### config.mk
export PLATFORM = sky130hd
export DESIGN_NAME = bcd_step_counter
export DESIGN_NICKNAME = d
export VERILOG_FILES = /design/src/rtl/bcd_step_counter.sv
export SDC_FILE = /design/constraint.sdc
export NUM_CORES = 1
export LEC_CHECK = 0
export ABC_AREA = 1
export CORE_AREA = 2 2 67 69
export DETAILED_ROUTE_END_ITERATION = 8
export DIE_AREA = 0 0 69 71
export SYNTH_ARGS = -nofsm -noshare
export SYNTH_HDL_FRONTEND = slang
export SYNTH_SLANG_ARGS = --single-unit
### constraint.sdc
create_clock -name clk -period 3.6 [get_ports clk]
set_input_delay 0.72 -clock clk [delete_from_list [all_inputs] [get_ports clk]]
set_output_delay 0.72 -clock clk [all_outputs]
set_load 0.01 [all_outputs]
### src/rtl/bcd_step_counter.sv
// Multi-digit packed-BCD up/down counter stepped by edge-detected front-panel switches.
// Switch i adds or subtracts 10^i; queued edges are serviced one per clock, lowest index first.
module bcd_step_counter #(
  parameter int unsigned DIGITS   = 3,
  parameter int unsigned NSW      = 4,
  parameter bit          SATURATE = 1'b0
) (
  input  logic                clk,
  input  logic                rst,
  input  logic [NSW-1:0]      sw,
  input  logic                dir,
  input  logic                load,
  input  logic [4*DIGITS-1:0] load_val,
  output logic [4*DIGITS-1:0] dec_out,
  output logic                ovf,
  output logic                unf,
  output logic                busy
);

  localparam int unsigned W = 4 * DIGITS;

  logic [NSW-1:0] s1_q, s2_q, s3_q;
  logic [NSW-1:0] pending_q, pending_d;
  logic [NSW-1:0] valid_mask, rise, serviced;
  logic [W-1:0]   count_q, count_d, stepped, clamped;
  logic           ovf_q, ovf_d, unf_q, unf_d;
  logic           found, wrapped;
  int unsigned    k;

  // Switches beyond the last digit have no weight and never become pending.
  always_comb begin
    valid_mask = '0;
    for (int unsigned i = 0; i < NSW; i++) begin
      valid_mask[i] = (i < DIGITS);
    end
  end

  assign rise = s2_q & ~s3_q & valid_mask;

  always_comb begin
    serviced = '0;
    found    = 1'b0;
    k        = 0;
    for (int unsigned i = 0; i < NSW; i++) begin
      if (pending_q[i] && !found) begin
        found       = 1'b1;
        serviced[i] = 1'b1;
        k           = i;
      end
    end
  end

  // Ripple a +/-1 from digit k upward; carry out of the top digit flags wrap.
  always_comb begin
    logic [3:0] digit;
    logic       carry;
    stepped = count_q;
    carry   = 1'b1;
    for (int unsigned j = 0; j < DIGITS; j++) begin
      digit = count_q[4*j +: 4];
      if (j >= k && carry) begin
        if (!dir) begin
          if (digit == 4'd9) begin
            digit = 4'd0;
          end else begin
            digit = digit + 4'd1;
            carry = 1'b0;
          end
        end else begin
          if (digit == 4'd0) begin
            digit = 4'd9;
          end else begin
            digit = digit - 4'd1;
            carry = 1'b0;
          end
        end
      end
      stepped[4*j +: 4] = digit;
    end
    wrapped = carry;
  end

  always_comb begin
    for (int unsigned j = 0; j < DIGITS; j++) begin
      clamped[4*j +: 4] = (load_val[4*j +: 4] > 4'd9) ? 4'd9 : load_val[4*j +: 4];
    end
  end

  always_comb begin
    count_d   = count_q;
    ovf_d     = 1'b0;
    unf_d     = 1'b0;
    pending_d = (pending_q & ~serviced) | rise;
    if (load) begin
      count_d   = clamped;
      pending_d = '0;
    end else if (found) begin
      count_d = stepped;
      if (wrapped) begin
        if (dir) begin
          unf_d = 1'b1;
        end else begin
          ovf_d = 1'b1;
        end
        if (SATURATE) begin
          count_d = dir ? '0 : {DIGITS{4'h9}};
        end
      end
    end
  end

  always_ff @(posedge clk) begin
    if (rst) begin
      s1_q      <= '0;
      s2_q      <= '0;
      s3_q      <= '0;
      pending_q <= '0;
      count_q   <= '0;
      ovf_q     <= 1'b0;
      unf_q     <= 1'b0;
    end else begin
      s1_q      <= sw;
      s2_q      <= s1_q;
      s3_q      <= s2_q;
      pending_q <= pending_d;
      count_q   <= count_d;
      ovf_q     <= ovf_d;
      unf_q     <= unf_d;
    end
  end

  assign dec_out = count_q;
  assign ovf     = ovf_q;
  assign unf     = unf_q;
  assign busy    = |pending_q;

endmodule

-- Word-level counts from Yosys, hierarchy flattened
Index checks and enable logic that the tools add are counted.
- register bits after elaboration: 27
- latch bits: 0
- bits in writable memories: 0
- bits in read-only memories: 0
- input bits: 20
- output and inout bits: 15
- word-level logic and storage cells: 93
- memories kept: 0
- $add $sub $neg: 6
- multiply operators: 0
- div/mod/pow operators: 0
- magnitude comparators: 6
- eq/ne operators: 3
- shifts and indexed selects: 0
- mux-type cells: 41
- bitwise operators: 7
- reduce and logical (&&, ||, !) cells: 21
- operator list (operator ; number):
    1-bit by 32-bit greater-or-equal comparator with 1-bit output, first input constant ; 2
    32-bit two-way mux ; 2
    4-bit two-way mux ; 15
    2-bit by 32-bit greater-or-equal comparator with 1-bit output, first input constant ; 1
    12-bit two-way mux ; 2
    1-bit two-way mux ; 22
    4-bit by 1-bit adder with 4-bit output, second input constant ; 3
    4-bit equality test, second input constant ; 3
    4-bit > comparator, second input constant ; 3
    4-bit zero test ; 3
    4-bit by 1-bit subtractor with 4-bit output, second input constant ; 3
    2-bit nonzero test ; 4
    4-bit OR reduction ; 2
    2-bit AND reduction ; 3
    1-bit logical AND ; 5
    4-bit bitwise AND ; 1
    4-bit inverter ; 1
    4-bit by 3-bit bitwise OR with 4-bit output ; 1
    3-bit bitwise AND ; 1
    1-bit zero test ; 3
    3-bit inverter ; 1
    1-bit inverter ; 2
    2-bit OR reduction ; 1

-- Depth between registers and ports, before layout
- depth in word-level cells: 20
- depth in mapped cells: 11
- depth with buffers taken out: 11

-- Worst setup path before layout
OpenSTA, ideal clock, no wires.
- path kind: input to register
- start point: in load
- end point: reg count_q[7], in the netlist dec_out[7]
- arrival time: 1.429 ns
- path slack: 2.056 ns
- cell stages on the path: 8
- cell sequence: buf_2 > inv_2 > buf_2 > nand2_1 > nor2_1 > nor2_1 > nor2_1 > nor2_1
- word-level cells in the longest chain between the ends: 2
- elaborated cells between the ends (all ways): 4
- classes of those cells: mux (1); reduce/logical (3)
- RTL lines (what ; RTL line ; source):
    start: declaration ; 12 ; input logic load,
    2-bit nonzero test (no line) ; n/a ;
    2-bit AND reduction (no line) ; n/a ;
    end signal: assignment ; 126 ; count_q <= count_d;
    end: declaration ; 25 ; logic [W-1:0] count_q, count_d, stepped, clamped;
Several ways; a longest one is shown, not always the timed one.
A chain may end at the register's enable or synchronous reset.

-- Worst setup path after layout
- start point: reg pending_q[0]
- end point: out busy
- word-level cells in the longest chain between the ends: 1
- RTL lines (what ; RTL line ; source):
    start: declaration ; 23 ; logic [NSW-1:0] pending_q, pending_d;
    start signal: assignment ; 125 ; pending_q <= pending_d;
    4-bit OR reduction ; 135 ; assign busy = |pending_q;
    end: declaration ; 17 ; output logic busy
Every way passes these cells.

==> impl_metrics.csv <==
group,metric,value,unit
status,outcome,"finished, final reports clean",
yosys,synth_top_flop_cell,"dfxtp_1",
cells_and_area,final_cells,341,
yosys,ys_types,31,
route,avgRoutedWirePerCell,10.5,um
cells_and_area,fill_cells,472,
route,drt_iter0_drc,148,
route,wl_met3,156,um
timing,worstMarginPinSlew,0.425,ns
timing,drv_slew,0,
route,firstDrtPassIters,4,
yosys,yosysSeqAreaShare,33.9,%
cts,clk_latency,0.28,ns
route,vias,1630,
power,pwr-share-clk,26.4,%
timing,skew,0.00156,ns
cts,cts_num_sinks,27,
placement,dp_cells,337,
timing,timing.fmax,0.432,GHz
hold_path,hp-class,"flop to flop",
power,switchingPower,219,uW
cts,cts_root_buffer,"clkbuf_8",
worst_setup_path,max_stage_delay,0.49,ns
grt,grt_use_total,15.5,%
timing,rsz0062_at_grt,"no",
worst_setup_path,cp_slowest_cell,"clkdlybuf4s50_1",
route,drc_errors,0,
cts,cts-buffers-inserted,3,
route,wl_met1,1.69,mm
floorplan,boundaryPins,35,
cells_and_area,finalNetCount,310,
worst_setup_path,start_kind,"flop",
flow_run,cap_violations,0,
placement,routabilityCongestion,0.810,
yosys,synth_common_cells,"nand2_1 (72), nor2_1 (46), inv_1 (28)",
worst_setup_path,path_cells,"nor2_1 > inv_1 > nor2_1 > inv_1 > clkdlybuf4s50_1",
grt,grt_max_degree,26,
cts,clk_pin_slew,0.10,ns
cts,cts_resized,0,
yosys,netlist_top_cells_area,"dfxtp_1 (34%), nand2_1 (17%), nor2_1 (11%)",
cells_and_area,drive_gt1_share,6.23,%
timing,setup_viol,0,
route,vias_per_cell,4.78,
cts,clockBufferDepth,2,
route,drt.antenna.violating_nets,0,
cts,cts_setup_buffers,0,
floorplan,coreArea,4200,um2
power,pwr-share-seq,48.6,%
timing,slew-limit-headroom,71.6,%
worst_setup_path,worst-endpoint-required,2.88,ns
floorplan,initial_utilization,37.9,%
yosys,async_flop_share,0,%
power,peakVddDrop,0.000190,V
power,leakage,0.924,nW
worst_setup_path,end_kind,"output pin",
yosys,synth_edf_count,0,
timing,period_needed,2.31,ns
yosys,synth_area_per_cell,6.15,um2
floorplan,dieWidth,69,um
power,powerDensity,346,nW/um2
yosys,syn-cell-area,1590,um2
yosys,yosysMostFrequentCell,"nand2_1",
timing,hold_viol,0,
yosys,yosysTopAreaCellShare,33.9,%
yosys,ys_warn_count,0,
grt,grt_overflow,0,
worst_setup_path,arrival,1.59,ns
placement,dp_hpwl,2.64,mm
floorplan,dieArea,4900,um2
worst_setup_path,critPathKind,"flop to output pin",
cts,hold_buffers,0,
timing,period_share,64.3,%
yosys,synth_nets,279,
cells_and_area,area_delta_synth_final,25.7,%
yosys,synth_cells,259,
cells_and_area,diodes,0,
worst_setup_path,crit_fanout,4,
power,switching_share,31.6,%
floorplan,die_h,71,um
route,top_layer,"met4",
power,internal_power,474,uW
placement,port_buffers,33,
power,p_comb_share,25.0,%
cts,cts_tree,"yes",
cts,htree_levels,1,
yosys,ys_ff_latch,27,
timing,tns,0,ns
floorplan,num_rows,24,
grt,antenna_found_initial,0,
route,dr_wl_met2,1.68,mm
yosys,yosysTopAreaCell,"dfxtp_1",
grt,grt_pass1_wl,6.37,mm
route,wirelength,3.57,mm
grt,grt_pass1_vias,1471,
-- placed cells by master, fill, tap and decap left out --
cell type and instances:
nand2_1 72, nor2_1 46, clkdlybuf4s50_1 33, inv_1 28, dfxtp_1 27, nand3_1 21, a21oi_1 13, o21ai_0 10
inv_2 3, nand4_1 3, nand2_2 3, o21ai_1 3, clkbuf_8 3, xnor2_1 2, nor2_2 2, xor2_1 2
o31ai_1 2, a31oi_1 2, clkinv_1 1, nor2_4 1, nand3b_1 1, nand3_2 1, nand2_4 1, nand3_4 1
nor3_1 1, a2bb2oi_1 1, a22oi_1 1, o211ai_1 1, or2_2 1, o2bb2ai_1 1, clkinvlp_4 1, buf_4 1
-- path summary, 6_finish.rpt --
path / startpoint / end / slack (ns) / cells after the start
setup / recovery: pending_q[0]$_SDFF_PP0_ / busy / 1.29 / 5
hold / removal: s3_q[0]$_SDFF_PP0_ / pending_q[0]$_SDFF_PP0_ / 0.39 / 1
setup reg to reg: dec_out[4]$_SDFFE_PP0P_ / dec_out[9]$_SDFFE_PP0P_ / 2.20 / 9
hold reg to reg: s3_q[0]$_SDFF_PP0_ / pending_q[0]$_SDFF_PP0_ / 0.39 / 1
-- registers in the layout, indices dropped and copies added, names as in the netlist --
register	cells
unf	1
pending_q	4
ovf	1
s1_q	3
s2_q	3
s3_q	3
dec_out	12
-- power by group through the flow --
stage	Combinational, mW	Clock, mW	Sequential (mW)
after floorplan	0.115	0	0.339
after global placement	0.174	0	0.344
after detailed placement	0.174	0	0.344
after CTS	0.175	0.191	0.337
after global routing	0.200	0.197	0.340
final	0.174	0.183	0.337
-- area by class of cell --
type / count / area [um2] / share of cell area, %
multi-input cells: 192 / 892 / 44.5
clock inverters: 1 / 7.51 / 0.375
flip-flops and latches: 27 / 541 / 27.0
repair buffers: 34 / 338 / 16.9
well taps: 52 / 65.1 / 3.25
clock buffers: 3 / 41.3 / 2.06
inverters: 32 / 120 / 5.99
-- worst max-delay path, delay by kind of cell, from the launching register on --
family        cells  cell delay [ns]
buf+inv           3             0.64
simple gates      2             0.33
flops             1             0.35
-- per-stage QoR --
stage	util, %	hold WS, ns	cell area (um2)	worst slack, ns	power, mW
floorplan	-	0.373	1590	2.06	0.454
global placement	46.5	0.376	1960	0.999	0.518
detailed placement	46.5	0.381	1960	1.03	0.518
CTS	47.7	0.398	2000	1.25	0.703
global route	47.7	0.413	2000	1.11	0.738
finish	47.7	0.392	2000	1.29	0.693
-- layer usage --
metal	up-vias	GRT usage, %
li1	877	-
met1	718	19.1
met2	30	27.9
met3	5	2.71
met4	0	3.92
met5	-	0
-- cells by family (layout without fill, tap and decap cells) --
group,Yosys count,in the layout,synth area share [%]
AO/OA/AOI/OAI,34,34,11.9
AND/OR/NAND/NOR,154,154,41.8
buffers and inverters,40,70,10.1
XOR/XNOR,4,4,2.20
flip-flops,27,27,33.9
No activity file was read; power rests on OpenSTA's default activity.
